--- src/rtl/uart_tx_fifo_if.sv ---
// uart_tx_fifo_if: host write port and downstream UART transmitter handshake
interface uart_tx_fifo_if #(parameter int DEPTH = 16);
  localparam int CW = $clog2(DEPTH) + 1;
  logic          wr_en;
  logic [7:0]    wr_data;
  logic          full;
  logic          empty;
  logic [CW-1:0] count;
  logic          overflow;
  logic [7:0]    tx_data;
  logic          tx_send;
  logic          tx_busy;
  modport master (output wr_en, wr_data, tx_busy,
                  input  full, empty, count, overflow, tx_data, tx_send);
  modport slave  (input  wr_en, wr_data, tx_busy,
                  output full, empty, count, overflow, tx_data, tx_send);
endinterface

--- src/rtl/uart_tx_fifo.sv ---
// uart_tx_fifo: byte FIFO that feeds a UART transmitter one byte per busy cycle
module uart_tx_fifo #(
  parameter int DEPTH        = 16,
  parameter int BUSY_TIMEOUT = 4
) (
  input logic           clk,
  input logic           rst_n,
  uart_tx_fifo_if.slave bus
);
  localparam int AW = $clog2(DEPTH);
  localparam int CW = AW + 1;
  localparam int TW = $clog2(BUSY_TIMEOUT) + 1;
  typedef enum logic [1:0] {IDLE, WAIT_BUSY, WAIT_DONE} state_t;
  state_t        state_q, state_d;
  logic [AW-1:0] wr_ptr_q, rd_ptr_q;
  logic [CW-1:0] count_q, count_d;
  logic          full_q, empty_q, overflow_q, tx_send_q;
  logic [7:0]    tx_data_q;
  logic [TW-1:0] tmo_q, tmo_d;
  logic [7:0]    mem_q [DEPTH];
  logic          push, pop;
  // Writes judged against the registered full flag, so a same-cycle pop never rescues a write into a full FIFO
  assign push    = bus.wr_en && !full_q;
  assign pop     = (state_q == IDLE) && !empty_q && !bus.tx_busy;
  assign count_d = count_q + CW'(push) - CW'(pop);
  assign bus.full     = full_q;
  assign bus.empty    = empty_q;
  assign bus.count    = count_q;
  assign bus.overflow = overflow_q;
  assign bus.tx_data  = tx_data_q;
  assign bus.tx_send  = tx_send_q;
  // Storage array; pointers wrap naturally because DEPTH is a power of two
  always_ff @(posedge clk) begin
    if (push) mem_q[wr_ptr_q] <= bus.wr_data;
  end
  // Send sequencing: pop, wait for the transmitter to go busy (or give up), then wait for it to finish
  always_comb begin
    state_d = state_q;
    tmo_d   = tmo_q;
    case (state_q)
      IDLE:      if (pop) begin state_d = WAIT_BUSY; tmo_d = '0; end
      WAIT_BUSY: if (bus.tx_busy) state_d = WAIT_DONE;
                 else if (tmo_q == TW'(BUSY_TIMEOUT - 1)) state_d = IDLE;
                 else tmo_d = tmo_q + TW'(1);
      WAIT_DONE: if (!bus.tx_busy) state_d = IDLE;
      default:   state_d = IDLE;
    endcase
  end
  // State, pointers, occupancy flags and transmitter outputs
  always_ff @(posedge clk or negedge rst_n) begin
    if (!rst_n) begin
      state_q    <= IDLE;
      tmo_q      <= '0;
      wr_ptr_q   <= '0;
      rd_ptr_q   <= '0;
      count_q    <= '0;
      full_q     <= 1'b0;
      empty_q    <= 1'b1;
      overflow_q <= 1'b0;
      tx_send_q  <= 1'b0;
      tx_data_q  <= 8'h00;
    end else begin
      state_q    <= state_d;
      tmo_q      <= tmo_d;
      count_q    <= count_d;
      full_q     <= count_d == CW'(DEPTH);
      empty_q    <= count_d == '0;
      overflow_q <= bus.wr_en && full_q;
      tx_send_q  <= pop;
      if (push) wr_ptr_q <= wr_ptr_q + AW'(1);
      if (pop) begin
        rd_ptr_q  <= rd_ptr_q + AW'(1);
        tx_data_q <= mem_q[rd_ptr_q];
      end
    end
  end
endmodule
--- src/flat_wrapper.sv ---
// flat-port wrapper written by rule: the top's interface ports become plain ports
module uart_tx_fifo_flat 
#(
  parameter int DEPTH        = 16,
  parameter int BUSY_TIMEOUT = 4
)
  (clk, rst_n, bus_wr_en, bus_wr_data, bus_tx_busy, bus_full, bus_empty, bus_count, bus_overflow, bus_tx_data, bus_tx_send);
  uart_tx_fifo_if #(.DEPTH(DEPTH)) bus_i ();
  input logic clk;
  input logic rst_n;
  input wire logic [$bits(bus_i.wr_en)-1:0] bus_wr_en;
  input wire logic [$bits(bus_i.wr_data)-1:0] bus_wr_data;
  input wire logic [$bits(bus_i.tx_busy)-1:0] bus_tx_busy;
  output wire logic [$bits(bus_i.full)-1:0] bus_full;
  output wire logic [$bits(bus_i.empty)-1:0] bus_empty;
  output wire logic [$bits(bus_i.count)-1:0] bus_count;
  output wire logic [$bits(bus_i.overflow)-1:0] bus_overflow;
  output wire logic [$bits(bus_i.tx_data)-1:0] bus_tx_data;
  output wire logic [$bits(bus_i.tx_send)-1:0] bus_tx_send;
  assign bus_i.wr_en = bus_wr_en;
  assign bus_i.wr_data = bus_wr_data;
  assign bus_i.tx_busy = bus_tx_busy;
  assign bus_full = bus_i.full;
  assign bus_empty = bus_i.empty;
  assign bus_count = bus_i.count;
  assign bus_overflow = bus_i.overflow;
  assign bus_tx_data = bus_i.tx_data;
  assign bus_tx_send = bus_i.tx_send;
  uart_tx_fifo #(.DEPTH(DEPTH), .BUSY_TIMEOUT(BUSY_TIMEOUT)) u_core (.clk(clk), .rst_n(rst_n), .bus(bus_i));
endmodule
--- config.mk ---
export PLATFORM = sky130hd
export DESIGN_NAME = uart_tx_fifo_flat
export DESIGN_NICKNAME = d
export VERILOG_FILES = /design/src/rtl/uart_tx_fifo_if.sv /design/src/rtl/uart_tx_fifo.sv /design/src/flat_wrapper.sv
export SDC_FILE = /design/constraint.sdc
export NUM_CORES = 1
export LEC_CHECK = 0
export BUFFER_PORTS_ARGS = -buffer_cell sky130_fd_sc_hd__clkbuf_2
export CORE_MARGIN = 3
export CORE_UTILIZATION = 35
export DETAILED_ROUTE_END_ITERATION = 10
export PLACE_DENSITY = 0.47
export SETUP_SLACK_MARGIN = 0.15
export SYNTH_ARGS = -nofsm -noshare
export SYNTH_HDL_FRONTEND = slang
export SYNTH_SLANG_ARGS = --single-unit
--- constraint.sdc ---
create_clock -name clk -period 3 [get_ports clk]
set_clock_uncertainty 0.15 [all_clocks]
set_input_delay 0.3 -clock clk [delete_from_list [all_inputs] [get_ports clk]]
set_output_delay 0.3 -clock clk [all_outputs]
set_load 0.02 [all_outputs]
==> metrics.md <==
| Metric | Value |
|---|---|
| Cells after synthesis | 329 |
| GPL Wtd Cong | 0.773 |
| Core Footprint | 17400 sq um |
| Layout cell share with drive strength beyond 1 | 30.7% |
| Switching share of power | 30.5% |
| CP max-delay cell | or4_1 |
| Post-synthesis cell type count | 38 |
| HPWL after DPL | 8.18 mm |
| Clock share of power | 28.5% |
| Required time of the worst setup path | 3170 ps |
| Slew @ Worst Pin | 970 ps |
| WL per Instance | 19.9 um |
| Worst-skew pair later-pin latency | 410 ps |
| Syn_nets | 354 |
| Initial antenna violation count | 0 |
| Congestion Overflow GR | 0 |
| Total number of vias | 3119 |
| RSZ-0062 raised after global routing | true |
| Port Buffers | 28 |
| Largest net degree at the start of global routing | 31 |
| Pwr dens | 992 nW/um^2 |
| WP data arrival | 2970 ps |
| Die X | 140 um |
| Syn-to-layout area delta | 19.2% |
| Hold_ws | 160 ps |
| Sequential area share after synthesis | 73.4% |
| Die ar. | 19500 sq um |
| Number of core rows | 48 |
| Status | complete, no violations |
| Root Driver | clkbuf_16 |
| Post-Synthesis Mean Instance Area | 19.0 sq um |
| Leak | 0.00273 uW |
| Initial Utilization | 35.9% |
| Clock sinks | 158 |
| Max-slew headroom | 35.3% |
| Min-Delay Path Class | input pin to flop |
| Die height | 140 um |
| Setup crit end kind | flop |
| Vias per inst | 4.96 |
| Final setup fails | 0 |
| Top FF cell, synth | edfxtp_1 |
| Max-Cap Viols | 0 |
| Routed WL | 12.5 mm |
| Diodes inserted | 0 |
| Critical path class | flop to flop |
| IO Count | 29 |
| Fin. Hold Viols | 0 |
| CTS buffer count | 17 |
| Async SR Flop Fraction | 19.0% |
| Number of global-route vias before repair | 3204 |
| Startpoint Class | flop |
| Layout Nets | 418 |
| Total negative slack | 0 ps |
| Clk slew on worst S/H paths | 60 ps |
| Internal Power | 5150 uW |
| Iteration count of the initial detailed-routing pass | 5 |
| Seq pwr share | 40.9% |
| Most frequent cells in the layout | edfxtp_1 (128), mux4_2 (30), clkbuf_2 (28) |
| Total GRT Usage | 13.5% |
| Mapped cell area | 6260 sq um |
| H-tree depth | 4 |
| Slew Viols, Final | 0 |
| Fmax | 358 MHz |
| Crit share post-route | 93.2% |
| Cell Chain, Critical Path | or4_1 > inv_1 > ha_1 > inv_1 > ha_1 > fa_1 > or3_1 > nor3_1 |
| Commonest non-fill, non-tap cell in the layout | edfxtp_1 |
| DRC violations left | 0 |
| Final ANT Viol Nets | 0 |
| Comb pwr share | 30.6% |
| R2R setup slack | 200 ps |
| CP Max Fanout | 4 |
| Max VDD drop | 0.000460 V |
| Number of enable flip-flop cells after synthesis | 128 |
| First-pass GRT wire length | 19.4 mm |
| Min cycle time layout | 2800 ps |
| Net load switching power | 2260 uW |
| CP peak stage delay | 550 ps |
| First DRT Iteration DRCs | 201 |
| CTS tree | yes |
| CTS Buffer Depth | 2 |
| Yosys Warn Count | 0 |
| Yosys reg bits | 158 |
-- metal layers --
layer  wire, um  track usage, %
met5          0               0
met2       6000            20.6
met4        260            5.71
met3        467            3.30
met1       5800            18.6
-- timing repair --
| item | CTS | global route |
|---|---|---|
| setup buffers | 0 | 2 |
| pin swaps | 0 | 1 |
| gates resized for setup | 1 | 2 |
| hold buffers | 3 | 0 |
| endpoints found under the hold margin | 31 | 0 |
| endpoints found under the setup margin | 1 | 2 |
-- state kept, by name, indices dropped and copies added (netlist names) --
signal	flops
u_core.mem_q	128
u_core.bus.tx_data	8
u_core.bus.count	5
u_core.rd_ptr_q	4
u_core.wr_ptr_q	4
u_core.tmo_q	3
u_core.state_q	2
u_core.bus.empty	1
u_core.bus.full	1
u_core.bus.overflow	1
u_core.bus.tx_send	1
-- per-stage QoR --
stage | utilization (%) | cell area [sq um] | power [uW] | setup WS, ps | std cells
global route | 42.9 | 7470 | 7830 | 95.9 | 629
CTS | 42.7 | 7440 | 7430 | 188 | 627
finish | 42.9 | 7470 | 7410 | 204 | 629
detailed placement | 39.2 | 6830 | 5280 | 144 | 594
floorplan | - | 6260 | 4550 | 218 | 329
global placement | 39.2 | 6830 | 5260 | 248 | 594
-- kinds of logic (layout without fill, tap and decap cells) --
family	Yosys count	in the layout	synth area share (%)
simple gates	52	52	4.06
compound gates	20	20	2.42
buf+inv	26	101	1.96
flops	158	158	73.4
mux	49	49	13.9
fa+ha+maj	13	13	2.72
xor+xnor	11	11	1.54
-- area by class of cell --
type | instances | area [sq um]
Fill cell | 1525 | 9950
Tap cell | 225 | 282
Sequential cell | 158 | 4600
Timing Repair Buffer | 59 | 405
Clock buffer | 19 | 433
Clock inverter | 11 | 144
Multi-Input combinational cell | 145 | 1560
Inverter | 12 | 45.0
-- worst paths after layout --
| path | from | end | cells past startpoint |
|---|---|---|---|
| max | u_core.state_q[1] | u_core.bus.empty | 8 |
| min | bus_wr_data[1] | u_core.mem_q[1][1] | 1 |
| max reg2reg | u_core.state_q[1] | u_core.bus.empty | 8 |
| min reg2reg | u_core.bus.tx_data[7] | u_core.bus.tx_data[7] | 1 |
| max in group asynchronous | rst_n | u_core.rd_ptr_q[0] | 2 |
| min in group asynchronous | rst_n | u_core.bus.full | 2 |
-- Yosys cell counts (2+ instances only) --
library cell / count / area share, %
a21o_1: 6 / 0.72
a21oi_1: 2 / 0.16
a221o_1: 4 / 0.64
and2_1: 2 / 0.20
buf_2: 5 / 0.40
buf_4: 3 / 0.36
clkbuf_1: 4 / 0.24
dfrtp_1: 29 / 12
edfxtp_1: 128 / 61
ha_1: 12 / 2.4
inv_1: 12 / 0.72
mux2_2: 4 / 0.72
mux2i_1: 15 / 2.4
mux4_2: 30 / 11
nand2_1: 12 / 0.72
nand2b_1: 3 / 0.30
nand3b_1: 2 / 0.24
nand4_1: 2 / 0.20
nor2_1: 18 / 1.1
nor2b_1: 2 / 0.20
nor3_1: 5 / 0.40
o22ai_1: 4 / 0.40
xnor2_1: 9 / 1.3
xor2_1: 2 / 0.28
-- power groups by stage --
stage | combinational (uW) | clock, uW | sequential, uW
after CTS | 2220 | 2170 | 3040
after global routing | 2480 | 2280 | 3080
after floorplan | 1540 | 0 | 3020
after detailed placement | 2210 | 0 | 3080
after global placement | 2180 | 0 | 3070
final | 2260 | 2110 | 3030
-- worst max-delay path: cells and delay by family, from the launching register on --
| kind | cells | cell delay, ps |
|---|---|---|
| adders and majority gates | 3 | 830 |
| buffers and inverters | 2 | 150 |
| DFF | 1 | 420 |
| and+or+nand+nor | 3 | 1150 |
Note: power is estimated with default switching activity, not from simulation.
